$ cat config.mk
export PLATFORM = sky130hd
export DESIGN_NAME = image_row_streamer
export DESIGN_NICKNAME = d
export VERILOG_FILES = /design/src/rtl/image_row_streamer.sv
export SDC_FILE = /design/constraint.sdc
export NUM_CORES = 2
export LEC_CHECK = 0
export BUFFER_PORTS_ARGS = -buffer_cell sky130_fd_sc_hd__buf_2
export CAP_MARGIN = 20
export CORE_MARGIN = 4
export CORE_UTILIZATION = 30
export DETAILED_ROUTE_END_ITERATION = 8
export GPL_TIMING_DRIVEN = 0
export SLEW_MARGIN = 20
export SYNTH_ARGS = -nofsm -noshare
export SYNTH_HDL_FRONTEND = slang
export SYNTH_SLANG_ARGS = --single-unit
$ cat constraint.sdc
create_clock -name clk -period 6.75 [get_ports clk]
set_clock_uncertainty 0.2 [all_clocks]
set_input_delay 1.35 -clock clk [delete_from_list [all_inputs] [get_ports clk]]
set_output_delay 1.35 -clock clk [all_outputs]
set_load 0.05 [all_outputs]
$ cat src/rtl/image_row_streamer.sv
// rtl/image_row_streamer.sv - snapshots a processed frame and streams it row by row with a set-pixel count
module image_row_streamer #(
    parameter int ROWS = 32,
    parameter int COLS = 32,
    localparam int IDX_W = $clog2(ROWS),
    localparam int CNT_W = $clog2(ROWS*COLS+1)
) (
    input  logic                  clk,
    input  logic                  rst_n,
    input  logic [ROWS*COLS-1:0]  frame_in,
    input  logic                  start,
    input  logic                  abort,
    output logic [COLS-1:0]       row_data,
    output logic [IDX_W-1:0]      row_idx,
    output logic                  row_valid,
    output logic                  row_last,
    input  logic                  row_ready,
    output logic                  busy,
    output logic                  done,
    output logic [CNT_W-1:0]      pix_count
);

    typedef enum logic {IDLE, STREAM} state_t;

    state_t                 state;
    logic [ROWS*COLS-1:0]   frame_reg;
    logic [CNT_W-1:0]       acc;
    logic [CNT_W-1:0]       row_pop;
    logic [IDX_W-1:0]       next_idx;

    function automatic logic [CNT_W-1:0] popcount(input logic [COLS-1:0] v);
        logic [CNT_W-1:0] s;
        s = '0;
        for (int i = 0; i < COLS; i++) begin
            s = s + CNT_W'(v[i]);
        end
        return s;
    endfunction

    // Row r occupies the r-th COLS-wide slice counting down from the MSB.
    function automatic logic [COLS-1:0] row_of(input logic [ROWS*COLS-1:0] f,
                                               input logic [IDX_W-1:0] r);
        return f[ROWS*COLS-1-COLS*int'(r) -: COLS];
    endfunction

    assign row_pop  = popcount(row_data);
    assign next_idx = row_idx + IDX_W'(1);

    always_ff @(posedge clk or negedge rst_n) begin
        if (!rst_n) begin
            state     <= IDLE;
            frame_reg <= '0;
            acc       <= '0;
            row_data  <= '0;
            row_idx   <= '0;
            row_valid <= 1'b0;
            row_last  <= 1'b0;
            busy      <= 1'b0;
            done      <= 1'b0;
            pix_count <= '0;
        end else begin
            done <= 1'b0;
            case (state)
                IDLE: begin
                    if (start && !abort) begin
                        frame_reg <= frame_in;
                        acc       <= '0;
                        row_idx   <= '0;
                        row_data  <= frame_in[ROWS*COLS-1 -: COLS];
                        row_valid <= 1'b1;
                        row_last  <= (ROWS == 1) ? 1'b1 : 1'b0;
                        busy      <= 1'b1;
                        state     <= STREAM;
                    end
                end
                STREAM: begin
                    if (abort) begin
                        row_valid <= 1'b0;
                        row_last  <= 1'b0;
                        row_idx   <= '0;
                        busy      <= 1'b0;
                        state     <= IDLE;
                    end else if (row_ready) begin
                        if (row_last) begin
                            pix_count <= acc + row_pop;
                            done      <= 1'b1;
                            row_valid <= 1'b0;
                            row_last  <= 1'b0;
                            row_idx   <= '0;
                            busy      <= 1'b0;
                            state     <= IDLE;
                        end else begin
                            acc       <= acc + row_pop;
                            row_idx   <= next_idx;
                            row_data  <= row_of(frame_reg, next_idx);
                            row_last  <= (next_idx == IDX_W'(ROWS-1));
                        end
                    end
                end
                default: state <= IDLE;
            endcase
        end
    end

endmodule

Yosys cells after proc, flatten, opt, wreduce, memory -nomap -nowiden
Cells that the tools add are included.
{ "op_classes": {"n_eq_ne": 7, "bitwise_logic": 2, "addsub": 34, "n_div": 0, "mux": 34, "mul": 0, "shift": 1, "order_cmp": 0, "reduce_logical": 7} }
{ "ops": {"columns": ["op", "n"], "rows": [
  ["$shiftx A1055 B11 Y32", 1],
  ["$add A11 B1 Y11", 21],
  ["$mux W32", 4],
  ["$pmux W32 S2", 1],
  ["$mux W11", 4],
  ["$pmux W11 S2", 1],
  ["$mux W5", 4],
  ["$mux W1", 16],
  ["$add A10 B1 Y11", 1],
  ["$add A11 B11 Y11", 1],
  ["$sub A10 B10 Y11 const A", 1],
  ["$add A9 B1 Y10", 1],
  ["$pmux W5 S2", 1],
  ["$add A8 B1 Y9", 1],
  ["$add A7 B1 Y8", 1],
  ["$ne A2 B2 Y1 const B", 4],
  ["$reduce_and A4 Y1", 2],
  ["$add A6 B1 Y7", 1],
  ["$add A5 B1 Y6", 1],
  ["$ne A3 B3 Y1 const B", 2],
  ["$pmux W1 S2", 3],
  ["$add A4 B1 Y5", 1],
  ["$add A5 B1 Y5 const B", 1],
  ["$eq A5 B5 Y1 const B", 1],
  ["8 further kinds", 10]
]} }
{ "word_totals": {"latchBits": 0, "register_bits": 1087, "out_inout_bits": 52, "romBits": 0, "wordCells": 94, "ram_bits": 0, "memories": 0} }

Depth between registers and ports, before layout
{ "depth": {"ltp_word": 36, "mapped_depth": 17, "depth_no_buf": 17} }

Worst setup path after synthesis
Ideal clock, no wire load.
{ "synth_path": {"kind": "reg-to-reg", "start": "register row_data[23]", "end": "register pix_count[8]", "n_path_buf": 0, "setup_time_ns": 0.133, "arrival_time_ns": 5.264, "slack_ns": 1.152, "path_stages_with_launch": 16, "path_cell_list": "dfrtp_1 inv_1 fa_1 fa_1 fa_1 fa_1 fa_1 fa_1 fa_1 fa_1 nor2b_1 o21a_1 o21ai_0 a21oi_1 xnor2_1 o21ai_0"} }
{ "synth_via": {"elab_chain_cells": 10} }
{ "synth_lines": {"columns": ["item", "line_no", "text"], "rows": [
  ["from (decl)", "13", "output logic [COLS-1:0] row_data,"],
  ["from (signal assigned)", "69", "row_data <= frame_in[ROWS*COLS-1 -: COLS];"],
  ["from (signal assigned)", "95", "row_data <= row_of(frame_reg, next_idx);"],
  ["$add A11 B1 Y11 (9 in series)", "35", "s = s + CNT_W'(v[i]);"],
  ["$add A11 B11 Y11", "85", "pix_count <= acc + row_pop;"],
  ["to (signal assigned)", "85", null],
  ["to (decl)", "20", "output logic [CNT_W-1:0] pix_count"]
]} }
No other way between the ends.
A chain may end at the register's enable or synchronous reset.

Worst setup path after layout
{ "layout_path": {"start": "register row_data[9]", "end": "register pix_count[10]"} }
{ "layout_via": {"elab_chain_cells": 24} }
{ "layout_lines": {"columns": ["item", "line_no"], "rows": [
  ["$add A9 B1 Y10", "35"],
  ["$add A10 B1 Y11", "35"],
  ["$add A11 B1 Y11 (21 in series)", "35"],
  ["$add A11 B11 Y11", "85"]
]} }
No other way between the ends.

==> results.cfg <==
[worst_hold_path]
min_from = frame_reg[64]
hold_end = frame_reg[64]
whs_path_depth = 2
hp-class = reg2reg

[layout]
fin_cells = 8843
largest_reg_flops = 1024
design_area_um2 = 62980
area_growth_pct = 25.59
num-fill-cells = 17060
final_common_cell = nand2_1
drive_above_1_share_pct = 25.85
fin_nets = 7586
final_cell_mix = nand2_1 (3,235), buf_2 (1,159), dfrtp_1 (1,087)

[critical_path]
path_buf_inv = 1
crit_family = adder cells
end_kind = flip-flop
arrival_ns = 6.30
r2r_slack_ns = 0.87
path_class = reg2reg
crit_path_max_fanout = 3
required_ns = 7.17
reg2reg_from = row_data[9]
crit_path_cell_trace = inv_1 > fa_1 > fa_1 > fa_1 > fa_1 > fa_1 > fa_1 > fa_1 > fa_1 > nor2b_1 > o21a_1 > o21ai_0 > a21oi_1 > xnor2_1 > o21ai_0
setup.worst_path.start_class = flip-flop
worstRegToRegCells = 15
crit_top_cell = fa_1
slowest_delay_ns = 0.58
r2r_end = pix_count[10]
slowest_stage = dfrtp_1

[clock_network]
cts_tree = done
clkSlewWorstSetupHoldPaths_ns = 0.06
clock_sinks = 1087
cts_hold_buf = 0
clk_latency_ns = 0.76
cts_buffers = 120
ctsLongestPathBuffers = 3
cts_setup_buffers = 0
cts-root-buf = clkbuf_16
htree_levels = 3
cts.repair.resized = 0

[pwr]
power.total_mw = 22.26
p_leak_nw = 32.84
ir_drop_uv = 891.8
powerDensity_nw_per_um2 = 353.5

[placement]
gp_congestion = 1.122
place_inst = 8581
dp_hpwl_um = 218900
port_buffers = 1080
place_area_um2 = 58650

[floorplanning]
start_util_pct = 30.29
coreArea_um2 = 165500
io_pins = 1081
rows = 149
dieArea_um2 = 173800
fp.dieW_um = 416.8
die_y_um = 416.8

[sta]
timing.hold.ws_ns = 0.2683
finalHoldViolations = 0
max_clock_freq_mhz = 170.0
slew_headroom_pct = 27.24
period_share_pct = 87.16
finalCriticalPeriod_ns = 5.884
tightest_slew_ns = 1.091
setup_viol = 0
grt_setup_unrepaired = no
tns_ns = 0
maxSlewViolCount = 0

[synth]
synth-async-reset-ratio_pct = 100.0
syn_area_um2 = 50140
yosysUniqueCellTypes = 53
synth_edf_count = 0
synth.avg_cell_area_um2 = 9.463
ys_ff_latch = 1087
syn_inst = 5299
synth.yosys.warnings = 0
synth_seq_area_share_pct = 54.25
ys.flop_type = dfrtp_1
synth_nets = 6371

[routing]
avgViaCountPerCell = 5.117
firstDrtPassIters = 5
ant_nets = 0
drt_iter0_markers = 4647
wl_per_cell_um = 30.18
drcViolationCount = 0
drt_wl_total_um = 266900
vias = 45250

[grt]
grt_use_total_pct = 29.97
antenna_found_initial = 61
grt_start_max_net_pins = 123
grt_overflow_total = 0
grt_pass1_vias = 45650
grt_pass1_wl_um = 361300

[status]
status = finished clean

[run]
max_cap_violations = 0
==> synthesized netlist by cell type, types with 15 or more instances <==
cell	count	area share, %
a221o_1	15	0.30
a32o_1	32	0.64
buf_2	80	0.80
buf_4	25	0.37
clkbuf_1	201	1.5
dfrtp_1	1087	54
fa_1	26	1.0
ha_1	17	0.42
inv_1	47	0.35
mux2_2	20	0.45
mux2i_1	63	1.3
mux4_2	253	11
nand2_1	3235	24
nand3_1	19	0.19
o21ai_0	35	0.35
==> worst max path at each step <==
stage                       from              to  slack [ns]  cells past startpoint
CTS                  row_data[9]   pix_count[10]        0.79                     15
finish               row_data[9]   pix_count[10]        0.87                     15
detailed placement   row_data[9]   pix_count[10]        0.83                     15
global placement           rst_n  frame_reg[293]      -20.34                      1
floorplan           row_data[23]    pix_count[8]        1.15                     15
global route         row_data[9]   pix_count[10]        0.59                     15
==> worst min-delay path: stages (launching register included) <==
cell	delay, ns
dfrtp_1	0.33
nand2_1	0.05
nand2_1	0.05
==> cells by family (layout without fill, tap and decap cells) <==
group / after synthesis / count (layout) / share of synthesized area (%)
AOI/OAI and AO/OA: 151 / 151 / 2.525
xor gates and xnor gates: 13 / 13 / 0.2271
adders and majority gates: 43 / 43 / 1.462
buffers and inverters: 382 / 1698 / 3.563
DFF: 1087 / 1087 / 54.25
muxes: 339 / 339 / 13.23
other: 0 / 39 / 0
and+or+nand+nor: 3284 / 3284 / 24.75
==> metal layers <==
layer | track usage [%] | vias to the layer above | wire, um
met5 | 0 | - | 83
met4 | 16.06 | 12 | 16100
met3 | 6.148 | 510 | 18790
met2 | 46.82 | 2118 | 122200
met1 | 39.27 | 23110 | 109700
li1 | - | 19500 | -
==> report_power, final <==
part / switching [mW] / internal, mW / leakage (nW)
logic: 4.24 / 2.70 / 17.2
clock network: 2.93 / 4.14 / 2.07
registers: 0.681 / 7.56 / 13.6
==> area by class of cell <==
cell class | instances | area [um2] | area share [%]
timing repair buffer | 1093 | 5766 | 9.155
multi-input combinational | 3830 | 21160 | 33.59
buffer | 335 | 1617 | 2.567
inverter | 47 | 176.4 | 0.2801
clock inverter | 52 | 695.7 | 1.105
sequential | 1087 | 27200 | 43.19
tap | 2189 | 2739 | 4.349
antenna | 39 | 97.59 | 0.1550
clock buffer | 171 | 3527 | 5.601
==> through the flow <==
stage | utilization (%) | setup WS, ns
2_1_floorplan | - | 1.152
3_5_place_dp | 35.43 | 0.8319
4_1_cts | 37.98 | 0.7891
3_3_place_gp | 35.21 | -20.34
5_1_grt | 38.01 | 0.5872
6_report | 38.04 | 0.8665
(Power assumes the default switching activity.)
